<file path="config.mk">
export PLATFORM = sky130hd
export DESIGN_NAME = osd_spi_tx
export DESIGN_NICKNAME = d
export VERILOG_FILES = /design/src/rtl/osd_spi_pkg.sv /design/src/rtl/osd_spi_clkdiv.sv /design/src/rtl/osd_spi_tx.sv
export SDC_FILE = /design/constraint.sdc
export NUM_CORES = 1
export LEC_CHECK = 0
export BUFFER_PORTS_ARGS = -buffer_cell sky130_fd_sc_hd__buf_2
export CAP_MARGIN = 20
export CORE_AREA = 3 3 82 84
export CTS_CLUSTER_SIZE = 14
export DETAILED_ROUTE_END_ITERATION = 8
export DIE_AREA = 0 0 85 87
export PLACE_DENSITY_LB_ADDON = 0.08
export SYNTH_ARGS = -nofsm -noshare
export SYNTH_HDL_FRONTEND = slang
export SYNTH_SLANG_ARGS = --single-unit
</file>
<file path="constraint.sdc">
create_clock -name clk_sys -period 2.5 [get_ports clk_sys]
set_input_delay 0.25 -clock clk_sys [delete_from_list [all_inputs] [get_ports clk_sys]]
set_output_delay 0.25 -clock clk_sys [all_outputs]
set_load 0.05 [all_outputs]
</file>
<file path="src/rtl/osd_spi_pkg.sv">
// Shared types and OSD command encodings for the OSD SPI master.
package osd_spi_pkg;

  typedef enum logic [2:0] {
    IDLE,
    SETUP,
    SHIFT,
    NEXT,
    HOLD,
    GAP
  } state_t;

  localparam logic [7:0] OSD_CMD_OFF    = 8'h40;
  localparam logic [7:0] OSD_CMD_ON     = 8'h41;
  localparam logic [7:0] OSD_CMD_WRLINE = 8'h20;

  function automatic logic [7:0] wrline_cmd(input logic [2:0] row);
    return OSD_CMD_WRLINE | {5'b00000, row};
  endfunction

endpackage

</file>
<file path="src/rtl/osd_spi_clkdiv.sv">
// SCK half-period tick generator: one tick every CLK_DIV enabled cycles,
// restartable with a synchronous clear.
module osd_spi_clkdiv #(
  parameter int CLK_DIV = 4
) (
  input  logic clk,
  input  logic reset,
  input  logic en,
  input  logic clr,
  output logic tick
);

  localparam int CW = $clog2(CLK_DIV);

  logic [CW-1:0] cnt;

  assign tick = en && !clr && (cnt == CW'(CLK_DIV - 1));

  always_ff @(posedge clk) begin
    if (reset || clr || tick) begin
      cnt <= '0;
    end else if (en) begin
      cnt <= cnt + CW'(1);
    end
  end

endmodule

</file>
<file path="src/rtl/osd_spi_tx.sv">
// SPI mode-0 master for the mixer OSD port: one command byte plus 0..MAX_LEN
// payload bytes per transaction. Define OSD_SPI_TX_SWAP_EN to add the `swap`
// input, which sends payload bytes LSB first.
module osd_spi_tx
  import osd_spi_pkg::*;
#(
  parameter int CLK_DIV = 4,
  parameter int MAX_LEN = 256,
  localparam int LEN_W = $clog2(MAX_LEN + 1)
) (
  input  logic             clk_sys,
  input  logic             reset,
  input  logic             start,
  input  logic [7:0]       cmd,
  input  logic [LEN_W-1:0] len,
  input  logic [7:0]       data,
  input  logic             data_valid,
  output logic             data_ready,
  output logic             busy,
  output logic             done,
  output logic             underrun,
  output logic             SPI_SCK,
  output logic             SPI_SS3,
  output logic             SPI_DI
`ifdef OSD_SPI_TX_SWAP_EN
  ,
  input  logic             swap
`endif
);

  localparam logic [3:0]  LAST_BIT  = 4'hF;
  localparam logic [16:0] STALL_MAX = 17'(256 * CLK_DIV);

  state_t           state, state_nx;
  logic             tick, div_clr;
  logic [7:0]       shreg, pay;
  logic [3:0]       bitcnt;
  logic [LEN_W-1:0] remaining, len_sat;
  logic             loaded;
  logic [16:0]      stall_cnt;
  logic             accept, sck_rise, sck_fall, shift_en, consume, consume_next;
  logic             to_next, to_hold, release_ss, stall;

`ifdef OSD_SPI_TX_SWAP_EN
  function automatic logic [7:0] bit_reverse(input logic [7:0] b);
    logic [7:0] r;
    for (int i = 0; i < 8; i++) r[i] = b[7-i];
    return r;
  endfunction

  logic swap_q;
  always_ff @(posedge clk_sys) begin
    if (accept) swap_q <= swap;
  end
  assign pay = swap_q ? bit_reverse(data) : data;
`else
  assign pay = data;
`endif

  assign len_sat    = (len > LEN_W'(MAX_LEN)) ? LEN_W'(MAX_LEN) : len;
  assign busy       = (state != IDLE);
  assign data_ready = consume;
  // A byte taken after a stall gets a fresh full low half-period before SCK rises.
  assign div_clr    = (state == IDLE) || consume_next;

  osd_spi_clkdiv #(.CLK_DIV(CLK_DIV)) u_clkdiv (
    .clk   (clk_sys),
    .reset (reset),
    .en    (state != IDLE),
    .clr   (div_clr),
    .tick  (tick)
  );

  always_ff @(posedge clk_sys) begin
    if (reset) state <= IDLE;
    else       state <= state_nx;
  end

  always_comb begin
    state_nx     = state;
    accept       = 1'b0;
    sck_rise     = 1'b0;
    sck_fall     = 1'b0;
    shift_en     = 1'b0;
    consume      = 1'b0;
    consume_next = 1'b0;
    to_next      = 1'b0;
    to_hold      = 1'b0;
    release_ss   = 1'b0;
    stall        = 1'b0;
    done         = 1'b0;
    case (state)
      IDLE: begin
        if (start) begin
          accept   = 1'b1;
          state_nx = SETUP;
        end
      end
      SETUP: begin
        if (tick) state_nx = SHIFT;
      end
      SHIFT: begin
        if (tick && !SPI_SCK) begin
          sck_rise = 1'b1;
        end else if (tick) begin
          sck_fall = 1'b1;
          // The low half-period after the last bit doubles as setup for the next byte.
          if (bitcnt != LAST_BIT) begin
            shift_en = 1'b1;
          end else if (remaining == '0) begin
            to_hold  = 1'b1;
            state_nx = HOLD;
          end else if (data_valid) begin
            consume = 1'b1;
          end else begin
            to_next  = 1'b1;
            state_nx = NEXT;
          end
        end
      end
      NEXT: begin
        if (!loaded) begin
          if (data_valid) begin
            consume      = 1'b1;
            consume_next = 1'b1;
          end else begin
            stall = 1'b1;
          end
        end else if (tick) begin
          state_nx = SHIFT;
        end
      end
      HOLD: begin
        if (tick) begin
          release_ss = 1'b1;
          state_nx   = GAP;
        end
      end
      GAP: begin
        if (tick) begin
          done     = 1'b1;
          state_nx = IDLE;
        end
      end
      default: state_nx = IDLE;
    endcase
  end

  always_ff @(posedge clk_sys) begin
    if (reset) begin
      SPI_SCK   <= 1'b0;
      SPI_SS3   <= 1'b1;
      SPI_DI    <= 1'b0;
      underrun  <= 1'b0;
      loaded    <= 1'b0;
      stall_cnt <= '0;
    end else begin
      if (accept) begin
        SPI_SS3  <= 1'b0;
        SPI_DI   <= cmd[7];
        underrun <= 1'b0;
      end
      if (sck_rise)   SPI_SCK <= 1'b1;
      if (sck_fall)   SPI_SCK <= 1'b0;
      if (shift_en)   SPI_DI  <= shreg[6];
      if (consume)    SPI_DI  <= pay[7];
      if (to_hold)    SPI_DI  <= 1'b0;
      if (release_ss) SPI_SS3 <= 1'b1;
      if (to_next)    loaded  <= 1'b0;
      if (consume) begin
        loaded    <= 1'b1;
        stall_cnt <= '0;
      end
      if (stall) begin
        if (stall_cnt == STALL_MAX) underrun  <= 1'b1;
        else                        stall_cnt <= stall_cnt + 17'd1;
      end
    end
  end

  always_ff @(posedge clk_sys) begin
    if (accept) begin
      shreg     <= cmd;
      bitcnt    <= 4'd7;
      remaining <= len_sat;
    end
    if (sck_rise) bitcnt <= bitcnt - 4'd1;
    if (shift_en) shreg  <= {shreg[6:0], 1'b0};
    if (consume) begin
      shreg     <= pay;
      bitcnt    <= 4'd7;
      remaining <= remaining - LEN_W'(1);
    end
  end

endmodule
</file>
==> Flow_metrics.wiki <==
{| class="wikitable"
! Metric !! Value
|-
| Run status || finished clean
|-
| Number of setup buffers added after CTS || 0
|-
| Commonest cells after routing, fill and taps aside || sky130_fd_sc_hd__buf_2 (35), sky130_fd_sc_hd__dfxtp_1 (31), sky130_fd_sc_hd__nor3_1 (27)
|-
| Biggest area contributors in the synthesized netlist || sky130_fd_sc_hd__dfxtp_1 (23%), sky130_fd_sc_hd__edfxtp_1 (18%), sky130_fd_sc_hd__nor3_1 (5.0%), sky130_fd_sc_hd__o21ai_0 (4.0%), sky130_fd_sc_hd__nand2_1 (3.4%)
|-
| Startpoint kind of the worst setup timing path || register
|-
| Clock sink total || 47
|-
| First-pass GRT wire length || between 10000 and 15000 um
|-
| Die outline area || about 7400 um2
|-
| Area of combinational cells with multiple inputs || roughly 1500 um2
|-
| Clock insertion delay at the later pin of the skew report || around 0.30 ns
|-
| RD Place Congestion || ~0.8
|-
| Pin count of the biggest net entering global routing || 26
|-
| Number of setup violations in the final report || 0
|-
| Number of standard cells in the final layout excluding fillers || about 420
|-
| Vertical extent of the die || around 87 um
|-
| Final setup slack of the worst path || ~0.22 ns
|-
| Detailed Route Iter0 Violations || 132
|-
| Number of antenna violations at the first check in global routing || 0
|-
| Fin. max-slew vios || 0
|-
| Final #Nets || between 300 and 400
|-
| Pleak || 1.18 nW
|-
| Largest area contributor in the netlist || sky130_fd_sc_hd__dfxtp_1
|-
| Total of buffers placed on input and output ports || 35
|-
| Internal Power || approximately 1.2 mW
|-
| Via-to-Cell Ratio || roughly 5.5
|-
| Fraction of final layout cells sized beyond drive strength 1 || roughly a fifth
|-
| Share of synthesized area occupied by flip-flops and latches || 40.4%
|-
| Total global-route track usage || roughly 18%
|-
| Clock transition at the registers of the reported paths || 0.09 ns
|-
| Total power of the final layout || roughly 1.7 mW
|-
| Fraction of registers with async set/reset || 0%
|-
| Critical path start-end classification || reg2out
|-
| Fmax || between 400 and 500 MHz
|-
| Clock buffers created by TritonCTS || 5
|-
| Instance count after placement with tap cells included || ~410
|-
| # H-tree levels || 2
|-
| Cell Pwr Density || roughly 560 nW/um2
|-
| Final Routed Wirelength || about 6400 um
|-
| Post-synthesis area per instance || between 8 and 9 um2
|-
| Net Count, Synth || between 300 and 400
|-
| Core Area || 5990 um2
|-
| Cell area after placement || 3010 um2
|-
| Gate count of the mapped netlist || about 310
|-
| Worst-case clock buffer depth || 2
|-
| Warning count from the yosys run || 0
|-
| Fin crit period || between 2 and 2.5 ns
|-
| Quantity of gates resized following cts || 0
|-
| CTS Hold Bufs || 0
|-
| Final ANT Viol Nets || 0
|-
| Most common cell after layout, fill and taps aside || sky130_fd_sc_hd__buf_2
|-
| Largest fanout of any net on the critical path || 5
|-
| Hold Violations, Final || 0
|-
| Count of cell types in the netlist || 54
|-
| DP Worst Slack || roughly 0.24 ns
|-
| Required time of the worst setup path || around 2.3 ns
|-
| Slew HR || between 60% and 70%
|-
| Endpoint type of the worst setup path || output port
|-
| Num rows || 28
|-
| Net load switching power || approximately 0.51 mW
|-
| Commonest register cell after synthesis || sky130_fd_sc_hd__dfxtp_1
|-
| Residual DRC || 0
|-
| Share of the synthesized area in the top cell type || between 20% and 30%
|-
| Seq cells post-synth || 47
|-
| Worst-case vdd ir drop || between 0.0002 and 0.00025 V
|-
| Starting Density || a little under half
|-
| Layout-stage area growth over the synthesis result || 13.9%
|-
| Max-cap viol count || 0
|-
| Worst clock skew || between 0.005 and 0.006 ns
|-
| Summed area of non-filler cells in the final layout || between 3000 and 4000 um2
|-
| Root buffer cell || sky130_fd_sc_hd__clkbuf_8
|-
| Fraction of power consumed by the clock network || 27.8%
|-
| Aggregate negative setup slack || 0 ns
|-
| Proportion of total power due to net switching || about 29%
|-
| Arrival time at the worst endpoint || ~2 ns
|-
| Share of total power in sequential cells || ~53%
|-
| Clock tree from TritonCTS || yes
|-
| Sequential Area || 1100 um2
|-
| Logic gate share of total power || about a fifth
|-
| Share of the clock period used by the worst path || between 90% and 100%
|-
| Die X-Extent || around 85 um
|-
| Sum of net half-perimeters after detailed placement || 4690 um
|-
| Pin slew with the least headroom to its limit || 0.475 ns
|-
| Mean routed wirelength per cell || between 15 and 20 um
|-
| Filler Cells Inserted || ~580
|-
| RSZ-0062 raised after global routing || false
|-
| Overflow after GRT || 0
|-
| First-pass iteration count of the detailed router || 4
|-
| Worst Hold Class || in2reg
|-
| Combined area of all synthesized cells || around 2700 um2
|-
| Total inserted antenna cells || 0
|-
| Boundary Pins || 36
|-
| Number of global-route vias before repair || around 2300
|-
| Number of synthesized flops with an enable pin || 16
|-
| Vias after detailed routing || ~2300
|}
[kinds of logic after synthesis]
family                     after synthesis  synth area share [%]
DFF                                     47                  40.4
adders and majority gates                7                  3.21
muxes                                    8                  2.98
AOI/OAI and AO/OA                       67                  15.5
buffers and inverters                   30                  5.42
and+or+nand+nor                        128                  26.7
xor gates and xnor gates                18                  5.79
[synth_stat cells, types with 4 or more instances]
cell	instances
sky130_fd_sc_hd__xnor2_1	10
sky130_fd_sc_hd__xor2_1	8
sky130_fd_sc_hd__nor2_1	14
sky130_fd_sc_hd__inv_1	13
sky130_fd_sc_hd__a31oi_1	4
sky130_fd_sc_hd__buf_2	4
sky130_fd_sc_hd__nand3_1	15
sky130_fd_sc_hd__ha_1	7
sky130_fd_sc_hd__a211oi_1	4
sky130_fd_sc_hd__nand4_1	6
sky130_fd_sc_hd__a21oi_1	17
sky130_fd_sc_hd__nor3_1	27
sky130_fd_sc_hd__edfxtp_1	16
sky130_fd_sc_hd__nor2b_1	9
sky130_fd_sc_hd__o21ai_0	22
sky130_fd_sc_hd__clkbuf_1	7
sky130_fd_sc_hd__nand2_1	25
sky130_fd_sc_hd__dfxtp_1	31
sky130_fd_sc_hd__mux2i_1	7
[state kept, by name, indices dropped and copies added, names as in the netlist]
register      cells
SPI_DI            1
SPI_SCK           1
SPI_SS3           1
bitcnt            4
loaded            1
remaining         9
shreg             7
stall_cnt        17
state             3
u_clkdiv.cnt      2
underrun          1
[stage by stage]
stage          utilization, %  hold WS [ns]
6_report                 51.8         0.268
3_5_place_dp             50.3         0.414
3_3_place_gp             50.3         0.407
4_1_cts                  51.8         0.262
5_1_grt                  51.8         0.288
2_1_floorplan               -         0.399
[final cells by class]
class,instances,share of cell area [%]
multi-input combinational,228,47.6
timing repair buffer,50,9.27
clock buffer,7,2.78
tap,75,3.02
clock inverter,1,0.161
sequential,47,35.5
inverter,14,1.69
[worst max-delay path, cell delays in order, from the launching register on]
cell and delay, ns:
sky130_fd_sc_hd__edfxtp_1 0.46, sky130_fd_sc_hd__nor4_2 0.38, sky130_fd_sc_hd__nand4b_1 0.17, sky130_fd_sc_hd__a21oi_1 0.18, sky130_fd_sc_hd__nand2b_1 0.22, sky130_fd_sc_hd__inv_2 0.10
sky130_fd_sc_hd__buf_2 0.22
[worst paths after layout]
kind,startpoint,end,slack (ns),depth (start not counted)
setup / recovery,remaining[5],data_ready,0.22,6
hold / removal,cmd[0],shreg[0],0.27,3
setup reg to reg,remaining[5],shreg[3],0.25,6
hold reg to reg,u_clkdiv.cnt[0],u_clkdiv.cnt[0],0.43,1
[power groups by stage]
stage	registers [mW]	logic [mW]	clock network, mW
after global placement	0.920	0.341	0
after CTS	0.907	0.343	0.496
after global routing	0.915	0.387	0.520
after detailed placement	0.924	0.342	0
after floorplan	0.933	0.220	0
final	0.906	0.341	0.479
[layer usage]
layer,wire [um],global-route usage (%),vias to the layer above,part of all wire (%)
met5,0,0,-,0
met4,110,5.61,0,1.7
met3,209,2.84,12,3.3
met2,2870,29.0,41,45
met1,3200,25.9,1076,50
li1,-,-,1204,-
(Power assumes the default switching activity.)
